## src/rtl/rom_loader.sv

```systemverilog
`default_nettype none
// +----------------------------------------------------------------------------+
// | rom_loader: assembles big-endian 16-bit words from a framed byte stream    |
// | into the instruction ROM write port and holds the CPU in reset meanwhile.  |
// | Optional: define ROM_LOADER_CHECKSUM_EN to expect/verify a checksum byte.  |
// | Revision: 1.0                                                              |
// +----------------------------------------------------------------------------+
module rom_loader #(
  parameter int         ADDR_WIDTH     = 15,
  parameter logic [7:0] SYNC_BYTE      = 8'hA5,
  parameter int         TIMEOUT_CYCLES = 1_000_000
) (
  input  logic                  clock,
  input  logic                  reset,
  input  logic [7:0]            rx_data,
  input  logic                  rx_valid,
  output logic                  wea,
  output logic [ADDR_WIDTH-1:0] addra,
  output logic [15:0]           dina,
  output logic                  cpu_hold,
  output logic                  done,
  output logic                  error
);

  localparam logic [16:0] MAX_WORDS    = 17'd1 << ADDR_WIDTH;
  localparam logic [31:0] TIMEOUT_LAST = 32'(TIMEOUT_CYCLES - 1);

`ifdef ROM_LOADER_CHECKSUM_EN
  typedef enum logic [2:0] {
    S_IDLE, S_CNT_HI, S_CNT_LO, S_DATA_HI, S_DATA_LO, S_CHECK, S_DONE
  } state_t;
`else
  typedef enum logic [2:0] {
    S_IDLE, S_CNT_HI, S_CNT_LO, S_DATA_HI, S_DATA_LO, S_DONE
  } state_t;
`endif

  state_t                state_q;
  logic [7:0]            cnt_hi_q;
  logic [7:0]            data_hi_q;
  logic [15:0]           words_q;
  logic [31:0]           timer_q;
  logic [ADDR_WIDTH-1:0] addra_q;
  logic [15:0]           dina_q;
  logic                  wea_q;
  logic                  cpu_hold_q;
  logic                  done_q;
  logic                  error_q;
`ifdef ROM_LOADER_CHECKSUM_EN
  logic [7:0]            sum_q;
`endif

  logic [16:0] count_d;
  logic        sync_d;
  logic        timeout_d;

  assign count_d   = {1'b0, cnt_hi_q, rx_data};
  assign sync_d    = rx_valid && (rx_data == SYNC_BYTE);
  // A byte arriving on the expiry cycle wins over the timeout.
  assign timeout_d = (state_q != S_IDLE) && (state_q != S_DONE) && !rx_valid &&
                     (timer_q == TIMEOUT_LAST);

  always_ff @(posedge clock or negedge reset) begin
    if (!reset) begin
      state_q    <= S_IDLE;
      cnt_hi_q   <= 8'h00;
      data_hi_q  <= 8'h00;
      words_q    <= 16'h0000;
      timer_q    <= 32'h0;
      addra_q    <= '0;
      dina_q     <= 16'h0000;
      wea_q      <= 1'b0;
      cpu_hold_q <= 1'b0;
      done_q     <= 1'b0;
      error_q    <= 1'b0;
`ifdef ROM_LOADER_CHECKSUM_EN
      sum_q      <= 8'h00;
`endif
    end else begin
      wea_q  <= 1'b0;
      done_q <= 1'b0;
      if (wea_q) addra_q <= addra_q + ADDR_WIDTH'(1);

      if (state_q == S_IDLE || rx_valid) timer_q <= 32'h0;
      else                                timer_q <= timer_q + 32'd1;

      if (timeout_d) begin
        error_q <= 1'b1;
        state_q <= S_IDLE;
      end else begin
        case (state_q)
          S_IDLE: begin
            if (sync_d) begin
              state_q    <= S_CNT_HI;
              error_q    <= 1'b0;
              cpu_hold_q <= 1'b1;
              addra_q    <= '0;
            end
          end
          S_CNT_HI: begin
            if (rx_valid) begin
              cnt_hi_q <= rx_data;
`ifdef ROM_LOADER_CHECKSUM_EN
              sum_q    <= rx_data;
`endif
              state_q  <= S_CNT_LO;
            end
          end
          S_CNT_LO: begin
            if (rx_valid) begin
              words_q <= count_d[15:0];
`ifdef ROM_LOADER_CHECKSUM_EN
              sum_q   <= sum_q + rx_data;
`endif
              if (count_d > MAX_WORDS) begin
                error_q <= 1'b1;
                state_q <= S_IDLE;
              end else if (count_d == 17'd0) begin
`ifdef ROM_LOADER_CHECKSUM_EN
                state_q <= S_CHECK;
`else
                state_q <= S_DONE;
`endif
              end else begin
                state_q <= S_DATA_HI;
              end
            end
          end
          S_DATA_HI: begin
            if (rx_valid) begin
              data_hi_q <= rx_data;
`ifdef ROM_LOADER_CHECKSUM_EN
              sum_q     <= sum_q + rx_data;
`endif
              state_q   <= S_DATA_LO;
            end
          end
          S_DATA_LO: begin
            if (rx_valid) begin
              wea_q   <= 1'b1;
              dina_q  <= {data_hi_q, rx_data};
              words_q <= words_q - 16'd1;
`ifdef ROM_LOADER_CHECKSUM_EN
              sum_q   <= sum_q + rx_data;
`endif
              if (words_q != 16'd1) begin
                state_q <= S_DATA_HI;
              end else begin
`ifdef ROM_LOADER_CHECKSUM_EN
                state_q <= S_CHECK;
`else
                state_q <= S_DONE;
`endif
              end
            end
          end
`ifdef ROM_LOADER_CHECKSUM_EN
          S_CHECK: begin
            if (rx_valid) begin
              state_q <= S_IDLE;
              if (rx_data == sum_q) begin
                done_q     <= 1'b1;
                cpu_hold_q <= 1'b0;
              end else begin
                error_q    <= 1'b1;
              end
            end
          end
`endif
          S_DONE: begin
            // Behaves as IDLE for the incoming byte so a strobe here is not lost.
            done_q     <= 1'b1;
            cpu_hold_q <= 1'b0;
            state_q    <= S_IDLE;
            if (sync_d) begin
              state_q    <= S_CNT_HI;
              error_q    <= 1'b0;
              cpu_hold_q <= 1'b1;
              addra_q    <= '0;
            end
          end
          default: state_q <= S_IDLE;
        endcase
      end
    end
  end

  assign wea      = wea_q;
  assign addra    = addra_q;
  assign dina     = dina_q;
  assign cpu_hold = cpu_hold_q;
  assign done     = done_q;
  assign error    = error_q;

endmodule
`default_nettype wire

```

## config.mk

```make
export PLATFORM = sky130hd
export DESIGN_NAME = rom_loader
export DESIGN_NICKNAME = d
export VERILOG_FILES = /design/src/rtl/rom_loader.sv
export SDC_FILE = /design/constraint.sdc
export NUM_CORES = 1
export LEC_CHECK = 0
export ABC_AREA = 1
export CORE_UTILIZATION = 59
export DETAILED_ROUTE_END_ITERATION = 8
export PLACE_DENSITY_LB_ADDON = 0.15
export REMOVE_ABC_BUFFERS = 1
export SYNTH_ARGS = -nofsm -noshare
export SYNTH_HDL_FRONTEND = slang
export SYNTH_SLANG_ARGS = --single-unit
export TNS_END_PERCENT = 5
```

## constraint.sdc

```tcl
create_clock -name clock -period 2.1 [get_ports clock]
set_clock_uncertainty 0.2 [all_clocks]
set_input_delay 0.42 -clock clock [delete_from_list [all_inputs] [get_ports clock]]
set_output_delay 0.42 -clock clock [all_outputs]
set_load 0.005 [all_outputs]
```

==> impl_metrics.csv <==
group,metric,value,unit
synthesis,async_flop_share,100,%
global_route,track_usage,27.7,%
setup_path,cp-end-kind,"flop",
cts,cts_max_path_buffers,2,
hold_path,hold_path_startpoint,"data_hi_q[3]",
detailed_routing,dr.pass1.iters,5,
synthesis,synth.area.top_cells,"dfrtp_1 (45%), nand2_1 (13%), nor2_1 (7.6%)",
finish,register_area,2550,sq um
die,num_rows,35,
setup_path,worstPathCellList,"inv_1, ha_1, nand2_1, inv_1, nand2_1, nor2_1, nand2_1, xor2_1, nand2_1, nand2_1, nand2_1",
synthesis,synth-compound-area-share,9.47,%
die,dieArea,9910,sq um
timing,finalSetupTns,0,ns
timing,slew_viol_final,0,
cts,numCtsBuffers,9,
synthesis,syn_area,5620,sq um
synthesis,synth-seq-cells,102,
detailed_routing,antenna_left,0,
synthesis,synthMuxAreaShare,0.178,%
synthesis,synth_edf_count,0,
detailed_routing,via_count,5025,
setup_path,crit_buf_inv,2,
synthesis,synth_xor_area_share,2.81,%
timing,worst_slack,0.106,ns
die,pin_count,46,
setup_path,critPathTopFamily,"simple AND/OR/NAND/NOR gates",
setup_path,path_common_cell,"nand2_1",
finish,finalNetCount,819,
setup_path,cp_num_cells,11,
setup_path,timing.critical_path.from,"words_q[0]",
global_route,grt_pass1_wl,22.0,mm
hold_path,hold_depth,2,
synthesis,syn_inst,739,
synthesis,synth_area_per_cell,7.60,sq um
timing,worstMarginPinSlew,0.478,ns
global_route,antenna_found_initial,0,
global_route,grt_max_degree,42,
die,die_w,99.6,um
detailed_routing,vias_per_cell,5.36,
finish,drive_gt1_share,11.0,%
cts,clk_latency,0.37,ns
setup_path,required,2.16,ns
synthesis,synth_top_family_by_area,"simple AND/OR/NAND/NOR gates",
placed_design,preCtsSetupSlack,-0.0541,ns
detailed_routing,detail_route.wl_per_cell,13.4,um
cts,cts-root-buf,"clkbuf_8",
setup_path,slowest_delay,0.42,ns
setup_path,crit_arrival,2.05,ns
synthesis,synth.top_cells.by_count,"nand2_1 (193), nor2_1 (113), dfrtp_1 (102), inv_1 (72), o21ai_0 (49)",
synthesis,yosys_warnings,0,
outcome,status,"finished, final reports clean",
synthesis,seq_area_frac_synth,45.4,%
setup_path,critical_path_peak_fanout,5,
placed_design,io_buffers,45,
cts,path_clk_slew,0.11,ns
detailed_routing,post-route-drc-count,0,
setup_path,cp_slowest_cell,"dfrtp_1",
finish,antenna_cells,0,
power_and_ir_drop,p_per_area,1020,nW/um^2
setup_path,startpoint_type,"flop",
timing,hold_viol_final,0,
synthesis,synth_largest_area_cell,"dfrtp_1",
finish,finalNonFillerCells,938,
timing,finalCriticalPeriod,1.99,ns
timing,setup_violations,0,
timing,fin_crit_sh,95.0,%
finish,syn_to_final_growth,16.5,%
synthesis,synth-adder-area-share,0.891,%
cts,clkSinkCount,102,
global_route,grt_pass1_vias,4781,
synthesis,yosysMostFrequentCell,"nand2_1",
timing,max-slew-margin-rel,68.1,%
placed_design,dp_hpwl,9.51,mm
timing,fin_hold_ws,0.279,ns
die,dieHeight,99.6,um
die,core,9240,sq um
finish,multi_input_comb_area,2660,sq um
synthesis,synth-simple-area-share,34.0,%
synthesis,synth_cell_types,43,
cts,post_cts_buffers,0,
placed_design,dp_cells,921,
die,start_util,60.8,%
synthesis,synth_top_flop_cell,"dfrtp_1",
synthesis,synth_top_area_share,45.4,%
global_route,grt.overflow.total,0,
power_and_ir_drop,power.leakage,3.06,nW
setup_path,r2r-start,"words_q[0]",
power_and_ir_drop,ir_drop,593,uV
setup_path,crit_type,"reg2reg",
hold_path,hold_class,"reg2reg",
detailed_routing,routed_wl,12.6,mm
cts,htree_levels,3,
detailed_routing,drt_iter0_markers,292,
setup_path,reg2reg_depth,11,
timing,fmax,501,MHz
placed_design,place.gp.congestion,0.915,
finish,nFillCells,757,
flow_run,drv_cap,0,
cts,cts_tree,"built",
power_and_ir_drop,fin_total_pwr,6.67,mW
==> tightest hold or removal path: cells and delay by family, from the launching register on <==
kind | cells | cell delay (ns)
flops | 1 | 0.35
simple gates | 2 | 0.10
==> path summary, 6_finish.rpt <==
path | endpoint | slack, ns
max in group asynchronous | wea | 0.82
hold / removal | dina[11] | 0.28
min in group asynchronous | addra[10] | 0.33
setup / recovery | words_q[14] | 0.11
hold reg to reg | dina[11] | 0.28
setup reg to reg | words_q[14] | 0.11
==> state kept, by name, summed over array words and instances, names as in the netlist <==
signal and cells:
words_q 16, addra 15, state_q 3, done 1, error 1, timer_q 32
cpu_hold 1, wea 1, cnt_hi_q 8, dina 16, data_hi_q 8
==> per-stage QoR <==
step / instance area (sq um) / utilization [%]
floorplan: 5510 / -
global placement: 6340 / 68.6
detailed placement: 6340 / 68.6
CTS: 6540 / 70.8
global route: 6540 / 70.8
finish: 6540 / 70.8
==> power breakdown <==
group / switching, mW / internal, mW / leakage [nW] / total, mW
registers: 0.522 / 2.51 / 1.31 / 3.03
clock network: 0.732 / 0.458 / 0.0938 / 1.19
logic: 1.35 / 1.10 / 1.66 / 2.45
total: 2.60 / 4.07 / 3.06 / 6.67
==> placed cells by master (no fill, tap or decap), types with 2 or more instances in the layout <==
master,synthesis,layout
nand3b_1,3,3
nand2_1,193,193
buf_12,0,3
o21ai_0,49,49
inv_2,6,6
clkinv_4,0,3
nand2_2,6,6
nor2_8,2,2
a21oi_1,27,27
dfrtp_1,102,101
nor3_4,2,2
inv_1,72,72
nor3_2,3,3
nand2_4,5,5
inv_8,0,2
nor2_2,11,11
xnor2_1,3,3
buf_4,3,22
nor2_4,2,2
ha_1,4,3
nand4_1,17,17
nand3_2,6,6
nor2_1,113,113
o22ai_1,2,2
xor2_1,15,15
nor3b_1,2,2
o21ai_1,20,20
clkbuf_8,1,9
clkdlybuf4s50_1,0,44
nor3_1,18,18
nand3_1,27,27
==> routing by layer <==
metal,share of wire (%),global-route usage (%),wire [um],vias to the layer above
li1,-,-,-,2504
met1,47,40.5,5920,2343
met2,46,43.4,5810,163
met3,5.7,3.37,714,15
met4,1.2,8.71,157,0
met5,0,0,0,-
==> cells by family (layout without fill, tap and decap cells) <==
| group | Yosys count | count (layout) |
|---|---|---|
| AND/OR/NAND/NOR | 415 | 415 |
| AO/OA/AOI/OAI | 103 | 103 |
| flip-flops | 102 | 102 |
| buffers and inverters | 96 | 166 |
| XOR/XNOR | 18 | 18 |
| adder cells (fa/ha/maj) | 4 | 4 |
| multiplexers | 1 | 1 |
==> layout make-up <==
cell class / instances / area share, %
Clock buffer: 9 / 1.89
Clock inverter: 7 / 0.994
Inverter: 80 / 4.63
Multi-Input combinational cell: 541 / 40.7
Sequential cell: 102 / 39.0
Tap cell: 129 / 2.47
Timing Repair Buffer: 70 / 10.3
==> repair_timing <==
action,in CTS,in global routing
hold buffers,1,0
setup endpoints to repair,0,2
resized for setup,0,2
hold endpoints to repair,28,0
Note: power is estimated with default switching activity, not from simulation.
